[src/rtl/tff_multimode_bank.sv]
// Bank of WIDTH flip-flops, each a T flip-flop core whose toggle input is
// derived from (a, b) according to a run-time SR/JK/D/T mode register.
module tff_multimode_bank #(
  parameter int               WIDTH      = 8,
  parameter int               CNT_W      = 8,
  parameter int               SR_ILLEGAL = 0,
  parameter logic [WIDTH-1:0] RESET_VAL  = {WIDTH{1'b0}}
) (
  input  logic             clk,
  input  logic             reset,
  input  logic             en,
  input  logic             mode_wr,
  input  logic [1:0]       mode_in,
  input  logic [WIDTH-1:0] a,
  input  logic [WIDTH-1:0] b,
  input  logic             clear_stats,
  output logic [1:0]       mode,
  output logic [WIDTH-1:0] q,
  output logic [WIDTH-1:0] qbar,
  output logic             illegal_flag,
  output logic [CNT_W-1:0] illegal_cnt,
  output logic [CNT_W-1:0] toggle_cnt
);

  typedef enum logic [1:0] {
    MODE_SR = 2'b00,
    MODE_JK = 2'b01,
    MODE_D  = 2'b10,
    MODE_T  = 2'b11
  } mode_e;

  localparam logic [CNT_W-1:0] CNT_MAX = {CNT_W{1'b1}};
  localparam logic [CNT_W-1:0] CNT_ONE = {{(CNT_W-1){1'b0}}, 1'b1};

  mode_e            mode_q;
  logic [WIDTH-1:0] q_q;
  logic             illegal_flag_q;
  logic [CNT_W-1:0] illegal_cnt_q;
  logic [CNT_W-1:0] toggle_cnt_q;

  logic [WIDTH-1:0] t_d;
  logic [WIDTH-1:0] illegal_bits;
  logic [WIDTH-1:0] sr_policy_t;
  logic [WIDTH-1:0] set_reset_t;
  logic             illegal_ev;
  logic             toggle_ev;

  assign illegal_bits = a & b;
  assign set_reset_t  = (a & ~q_q) | (b & q_q);

  // Toggle value applied to bits with S=R=1; "force" means toggle only if q differs.
  always_comb begin
    sr_policy_t = '0;
    case (SR_ILLEGAL)
      1:       sr_policy_t = q_q;
      2:       sr_policy_t = ~q_q;
      3:       sr_policy_t = '1;
      default: sr_policy_t = '0;
    endcase
  end

  always_comb begin
    t_d = '0;
    case (mode_q)
      MODE_SR: t_d = (set_reset_t & ~illegal_bits) | (sr_policy_t & illegal_bits);
      MODE_JK: t_d = set_reset_t;
      MODE_D:  t_d = a ^ q_q;
      MODE_T:  t_d = a;
      default: t_d = '0;
    endcase
  end

  assign illegal_ev = (mode_q == MODE_SR) && (|illegal_bits);
  assign toggle_ev  = |t_d;

  always_ff @(posedge clk) begin
    if (reset) begin
      mode_q         <= MODE_SR;
      q_q            <= RESET_VAL;
      illegal_flag_q <= 1'b0;
      illegal_cnt_q  <= '0;
      toggle_cnt_q   <= '0;
    end else begin
      // The update below always sees the mode that was current before this edge.
      if (mode_wr) mode_q <= mode_e'(mode_in);
      if (en) q_q <= q_q ^ t_d;
      if (clear_stats) begin
        illegal_flag_q <= 1'b0;
        illegal_cnt_q  <= '0;
        toggle_cnt_q   <= '0;
      end else if (en) begin
        if (illegal_ev) begin
          illegal_flag_q <= 1'b1;
          if (illegal_cnt_q != CNT_MAX) illegal_cnt_q <= illegal_cnt_q + CNT_ONE;
        end
        if (toggle_ev && (toggle_cnt_q != CNT_MAX)) toggle_cnt_q <= toggle_cnt_q + CNT_ONE;
      end
    end
  end

  assign mode         = mode_q;
  assign q            = q_q;
  assign qbar         = ~q_q;
  assign illegal_flag = illegal_flag_q;
  assign illegal_cnt  = illegal_cnt_q;
  assign toggle_cnt   = toggle_cnt_q;

endmodule

[config.mk]
export PLATFORM = sky130hd
export DESIGN_NAME = tff_multimode_bank
export DESIGN_NICKNAME = d
export VERILOG_FILES = /design/src/rtl/tff_multimode_bank.sv
export SDC_FILE = /design/constraint.sdc
export NUM_CORES = 1
export LEC_CHECK = 0
export ABC_AREA = 1
export CORE_ASPECT_RATIO = 1.4
export CORE_MARGIN = 1.5
export CORE_UTILIZATION = 49
export CTS_BUF_LIST = sky130_fd_sc_hd__clkbuf_8
export CTS_CLUSTER_DIAMETER = 100
export DETAILED_ROUTE_END_ITERATION = 10
export GPL_TIMING_DRIVEN = 0
export PLACE_DENSITY = 0.82
export SLEW_MARGIN = 15
export SYNTH_ARGS = -nofsm -noshare
export SYNTH_HDL_FRONTEND = slang
export SYNTH_SLANG_ARGS = --single-unit
[constraint.sdc]
create_clock -name clk -period 1.9 [get_ports clk]
set_input_delay 0.475 -clock clk [delete_from_list [all_inputs] [get_ports clk]]
set_output_delay 0.475 -clock clk [all_outputs]
set_load 0.01 [all_outputs]
==> results.sh, run 1 <==
export IMPL_hold_depth=2
export IMPL_cellPowerDensity_nw_per_um2=538.6
export IMPL_post_route_period_util_pct=96.39
export IMPL_comb_power_share_pct=33.0
export IMPL_final_core_util_pct=69.05
export IMPL_area_delta_synth_final_pct=35.87
export IMPL_wl_per_cell_microns=11.43
export IMPL_p_switching_mw=0.4892
export IMPL_cts_sinks=27
export IMPL_syn_nets=344
export IMPL_die_h_microns=78.11
export IMPL_final_hold_viol_count=0
export IMPL_critical_path_max_stage_delay_ns=0.59
export IMPL_fmax_mhz=546.0
export IMPL_clkPwrFrac_pct=23.5
export IMPL_drtAntennaViolNets=0
export IMPL_grt_max_degree=16
export IMPL_viasPerCell=5.206
export IMPL_ys_flop_type="dfxtp_1"
export IMPL_cts_clk_slew_worst_paths_ns=0.10
export IMPL_wirelength_mm=4.833
export IMPL_insertion_delay_ns=0.28
export IMPL_hold_ws_ns=0.4976
export IMPL_drv_cap=0
export IMPL_fillerInstances=346
export IMPL_antenna_found_initial=0
export IMPL_clk_path_buf_depth=2
export IMPL_slew_violations=0
export IMPL_cp_arrival_ns=1.36
export IMPL_die_area_sq_um=4425
export IMPL_leakage_nw=1.226
export IMPL_synth_cell_types=28
export IMPL_min_period_ns=1.831
export IMPL_slew_headroom_pct=73.08
export IMPL_vdd_drop_max_uv=438.8
export IMPL_critPathSlowestCell="clkdlybuf4s50_1"
export IMPL_cp_depth=1
export IMPL_drtIter0Drc=59
export IMPL_rows=27
export IMPL_synth_ff_latch_count=27
export IMPL_syn_area_per_cell_sq_um=6.189
export IMPL_drive_above_1_share_pct=13.68
export IMPL_status="finished, final reports clean"
export IMPL_multiInputGateArea_sq_um=1211
export IMPL_gp_congestion=0.8288
export IMPL_path_delay_family="buffers and inverters"
export IMPL_cts_tree="built"
export IMPL_finalClockSkew_ns=0.003281
export IMPL_vias=2202
export IMPL_met3_usage_pct=2.306
export IMPL_numCtsBuffers=3
export IMPL_grt_usage_pct=22.64
export IMPL_dp_hpwl_mm=3.642
export IMPL_p_int_mw=0.9557
export IMPL_seqCellArea_sq_um=543.0
export IMPL_ios=58
export IMPL_critPathCaptureType="output port"
export IMPL_grt_pass1_wl_mm=8.252
export IMPL_cts_root_buf="clkbuf_8"
export IMPL_global_route_usage_met1_pct=25.66
export IMPL_crit_type="reg -> out"
export IMPL_start_util_pct=50.82
export IMPL_cts_hold_buf=0
export IMPL_die_x_microns=56.65
export IMPL_synthTopCellsByArea="dfxtp_1 27%, nand2_1 19%, inv_1 8.6%, nand3_1 5.6%, a21oi_1 4.8%"
export IMPL_power_share_switching_pct=33.86
export IMPL_postSynthCellCount=319
export IMPL_h_tree_depth=1
export IMPL_drc=0
export IMPL_gr_usage_met2_pct=43.02
export IMPL_ys_async_sr_fraction_pct=0
export IMPL_crit_path_max_fanout=5
export IMPL_hold_path_class="reg -> reg"
export IMPL_r2r_cells=7
export IMPL_worstMarginPinSlew_ns=0.4001
export IMPL_synth_top_cell_area_share_pct=27.38
export IMPL_required_ns=1.42
export IMPL_core_area_sq_um=3885
export IMPL_cp_num_buf_inv=1
export IMPL_worstSetupStartpointType="register"
export IMPL_synth_edf_count=0
export IMPL_synth_top_cell_by_area="dfxtp_1"
export IMPL_grt_pass1_vias=2029
export IMPL_io_buffers=56
export IMPL_antenna_cells=0
export IMPL_seqPwrFrac_pct=43.5
export IMPL_syn_cell_area_sq_um=1974
export IMPL_top_usage_layer="met2"
export IMPL_cp_cell_sequence="clkdlybuf4s50_1"
export IMPL_nets=406
export IMPL_ys_seq_area_share_pct=27.38
export IMPL_overflow=0
export IMPL_setup_viol=0
export IMPL_yosysWarnings=0
export IMPL_first_pass_iters=4
cell families (layout without fill, tap and decap cells):
logic type | after synthesis | in the layout | synth area share [%]
AND/OR/NAND/NOR | 196 | 196 | 48.61
XOR/XNOR | 5 | 5 | 2.218
flip-flops | 27 | 27 | 27.38
adder cells (fa/ha/maj) | 2 | 2 | 1.267
buffers and inverters | 56 | 117 | 12.17
AO/OA/AOI/OAI | 33 | 33 | 8.365
flip-flops by register name (all words and copies together), names as in the netlist:
name and flops:
illegal_cnt 8, q 8, mode 2, toggle_cnt 8, illegal_flag 1
synth_stat cells (2+ instances only):
master	n
ha_1	2
inv_1	45
o21ai_0	14
inv_4	2
nand2_1	101
inv_2	4
nand4_1	12
nor2_2	12
xor2_1	4
a21oi_1	19
nor2_1	24
nor3_1	2
buf_2	2
nor4_1	3
nand4_2	3
nor2_4	3
nand2_2	7
dfxtp_1	27
nand3_1	22
nand3_2	3
cells in the final DEF (no fill, tap or decap), types with 5 or more instances in the layout:
master,n
nand2_1,101
clkdlybuf4s50_1,49
inv_1,45
dfxtp_1,25
nand3_1,22
nor2_1,21
a21oi_1,19
nor2_2,13
o21ai_0,13
nand4_1,12
nand2_2,7
dlymetal6s2s_1,7
nor2_4,5
stage by stage:
stage	setup TNS, ns	instances	power (mW)	setup WS [ns]	area, sq um
final	0	423	1.445	0.06861	2683
after global routing	-0.001038	423	1.526	-0.001038	2683
after CTS	0	422	1.439	0.02250	2635
after detailed placement	-2.789	418	1.102	-0.2653	2589
after global placement	-2.335	418	1.091	-0.2291	2589
after floorplan	0	319	0.9119	0.2415	1974
power by group through the flow:
stage          clock (mW)  combinational, mW  sequential, mW
2_1_floorplan           0              0.265           0.647
3_3_place_gp            0              0.452           0.640
3_5_place_dp            0              0.461           0.641
4_1_cts             0.347              0.464           0.628
5_1_grt             0.366              0.527           0.634
6_report            0.340              0.477           0.629
worst paths after layout:
kind         slack [ns]                           to                   startpoint
max                0.07                      mode[0]         mode[0]$_SDFFE_PP0P_
min reg2reg        0.50    illegal_flag$_SDFFE_PP0P_    illegal_flag$_SDFFE_PP0P_
min                0.50    illegal_flag$_SDFFE_PP0P_    illegal_flag$_SDFFE_PP0P_
max reg2reg        0.12  illegal_cnt[0]$_SDFFE_PP0P_  illegal_cnt[0]$_SDFFE_PP0P_
layout make-up:
type | count | share of cell area (%)
plain buffers | 5 | 1.726
repair buffers | 57 | 21.83
inverters | 51 | 7.323
multi-input cells | 236 | 45.15
well taps | 43 | 2.006
clock inverters | 1 | 0.1866
flip-flops and latches | 27 | 20.24
clock buffers | 3 | 1.539
metal layers:
layer	wire length (microns)	vias to the layer above	share of wire, %
met1	2059	984	43
met4	60	0	1.2
met2	2463	70	51
li1	-	1141	-
met3	249	7	5.2
met5	0	-	0
timing repair:
item | 4_1_cts | 5_1_grt
setup buffers | 0 | 1
setup endpoints to repair | 0 | 15
resized for setup | 0 | 16
Power figures use the tool's default switching activity.
==> run 2, diff against run 1 <==
Settings changed: SETUP_SLACK_MARGIN from default to 0.05, SLEW_MARGIN 15 to default.
==> run 2 against run 1 <==
Sequential share of layout area is 0.27 points lower. Clock power is 1% higher. Cell count is 0.47% higher. First-iteration DRC count is 20% lower. Worst hold slack hardly changed. Combinational power is 3% higher. Non-clock buffer count is 2 higher. Die area stayed put. Power is 1.3% higher. Routed wire length is 2.3% higher. Count of clock-buffer cells in the layout stayed put. Via count is 0.64% lower. Critical path type unchanged.
==> results.sh, run 2 (same netlist as run 1, synthesis figures left out) <==
export IMPL_cts_root_buf="clkbuf_8"
export IMPL_dpl_instance_area_sq_um=2589
export IMPL_clkPwrFrac_pct=23.5
export IMPL_clk_path_buf_depth=2
export IMPL_min_period_ns=1.792
export IMPL_grt_pass1_vias=2029
export IMPL_first_pass_iters=5
export IMPL_die_x_microns=56.65
export IMPL_critPathCaptureType="output port"
export IMPL_antenna_found_initial=0
export IMPL_core_area_sq_um=3885
export IMPL_cts_clk_slew_worst_paths_ns=0.10
export IMPL_layout_commonest_cell="nand2_1"
export IMPL_grt_usage_pct=22.64
export IMPL_comb_power_share_pct=33.5
export IMPL_fin_setup_tns_ns=0
export IMPL_seqPwrFrac_pct=43.0
export IMPL_rsz0062_at_grt="yes"
export IMPL_cp_arrival_ns=1.32
export IMPL_cellPowerDensity_nw_per_um2=534.6
export IMPL_grt_pass1_wl_mm=8.252
export IMPL_finalClockSkew_ns=0.003402
export IMPL_worstSetupStartpointType="register"
export IMPL_insertion_delay_ns=0.28
export IMPL_final_hold_viol_count=0
export IMPL_nets=408
export IMPL_dp_hpwl_mm=3.642
export IMPL_numCtsBuffers=3
export IMPL_dp_slack_ns=-0.2653
export IMPL_p_int_mw=0.9651
export IMPL_slew_violations=0
export IMPL_wirelength_mm=4.942
export IMPL_drtAntennaViolNets=0
export IMPL_fmax_mhz=558.0
export IMPL_rows=27
export IMPL_drtIter0Drc=47
export IMPL_status="finished, final reports clean"
export IMPL_die_h_microns=78.11
export IMPL_start_util_pct=50.82
export IMPL_crit_type="reg -> out"
export IMPL_required_ns=1.42
export IMPL_post_route_period_util_pct=94.32
export IMPL_gp_congestion=0.8288
export IMPL_crit_path_max_fanout=5
export IMPL_slew_headroom_pct=72.71
export IMPL_antenna_cells=0
export IMPL_drive_above_1_share_pct=15.45
export IMPL_worstMarginPinSlew_ns=0.4056
export IMPL_layout_common_cells="101 x nand2_1, 45 x inv_1, 44 x clkdlybuf4s50_1"
export IMPL_wl_per_cell_microns=11.63
export IMPL_io_buffers=56
export IMPL_h_tree_depth=1
export IMPL_cts_hold_buf=0
export IMPL_leakage_nw=1.285
export IMPL_viasPerCell=5.148
export IMPL_drc=0
export IMPL_die_area_sq_um=4425
export IMPL_ios=58
export IMPL_grt_max_degree=16
export IMPL_setup_ws_ns=0.1080
export IMPL_fin_area_sq_um=2738
export IMPL_drv_cap=0
export IMPL_vias=2188
export IMPL_cts_tree="built"
export IMPL_p_switching_mw=0.4986
export IMPL_power_share_switching_pct=34.07
export IMPL_vdd_drop_max_uv=443.0
export IMPL_cts_sinks=27
export IMPL_hold_path_class="reg -> reg"
export IMPL_area_delta_synth_final_pct=38.66
export IMPL_setup_viol=0
export IMPL_overflow=0
run 2: layout make-up:
type / count / area, sq um
buffer: 5 / 46.29
sequential: 27 / 546.8
clock buffer: 3 / 41.29
clock inverter: 1 / 5.005
inverter: 51 / 196.4
tap: 43 / 53.80
timing repair buffer: 59 / 626.9
fill: 336 / 1147
multi-input combinational: 236 / 1221
run 2: worst paths after layout:
path	cells after the start	slack, ns	startpoint	to
max	2	0.11	q[0]$_SDFFE_PP0P_	qbar[0]
min	2	0.50	illegal_flag$_SDFFE_PP0P_	illegal_flag$_SDFFE_PP0P_
max reg2reg	7	0.18	illegal_cnt[0]$_SDFFE_PP0P_	illegal_cnt[0]$_SDFFE_PP0P_
min reg2reg	2	0.50	illegal_flag$_SDFFE_PP0P_	illegal_flag$_SDFFE_PP0P_
run 2: repair_timing:
item / in CTS / in global routing
gates cloned: 0 / 1
hold endpoints to repair: 0 / 0
pin swaps: 0 / 9
resized for setup: 3 / 24
setup buffers: 0 / 2
setup endpoints to repair: 3 / 18
run 2: worst max-delay path, cell delays in order (launching register included):
cell             delay (ns)
dfxtp_1                0.34
inv_1                  0.13
clkdlybuf4s50_1        0.57
run 2: per-stage QoR:
stage                     power (mW)  util, %  hold slack [ns]  std cells
after floorplan               0.9119        -           0.5047        319
after global placement         1.091    66.63           0.4598        418
after detailed placement       1.102    66.63           0.4729        418
after CTS                      1.443    67.95           0.4974        422
after global routing           1.542    70.47           0.5233        425
final                          1.464    70.47           0.4979        425
run 2: power by group through the flow:
stage	Combinational [mW]	Clock, mW	Sequential [mW]
finish	0.491	0.344	0.629
global route	0.542	0.366	0.634
CTS	0.467	0.347	0.628
detailed placement	0.461	0	0.641
global placement	0.452	0	0.640
floorplan	0.265	0	0.647
run 2: per-layer routing:
layer  vias up  part of all wire [%]  GRT usage, %
met5         -                     0             0
met4         0                   1.2         7.381
met3         6                   5.0         2.306
met2        56                    52         43.02
met1       990                    42         25.66
li1       1136                     -             -
==> run 3, diff against run 2 <==
Settings changed: CAP_MARGIN from default to 40, SLEW_MARGIN from default to 25.
==> results of run 3 <==
Final layout, timing and power as in run 2 (identical DEF).
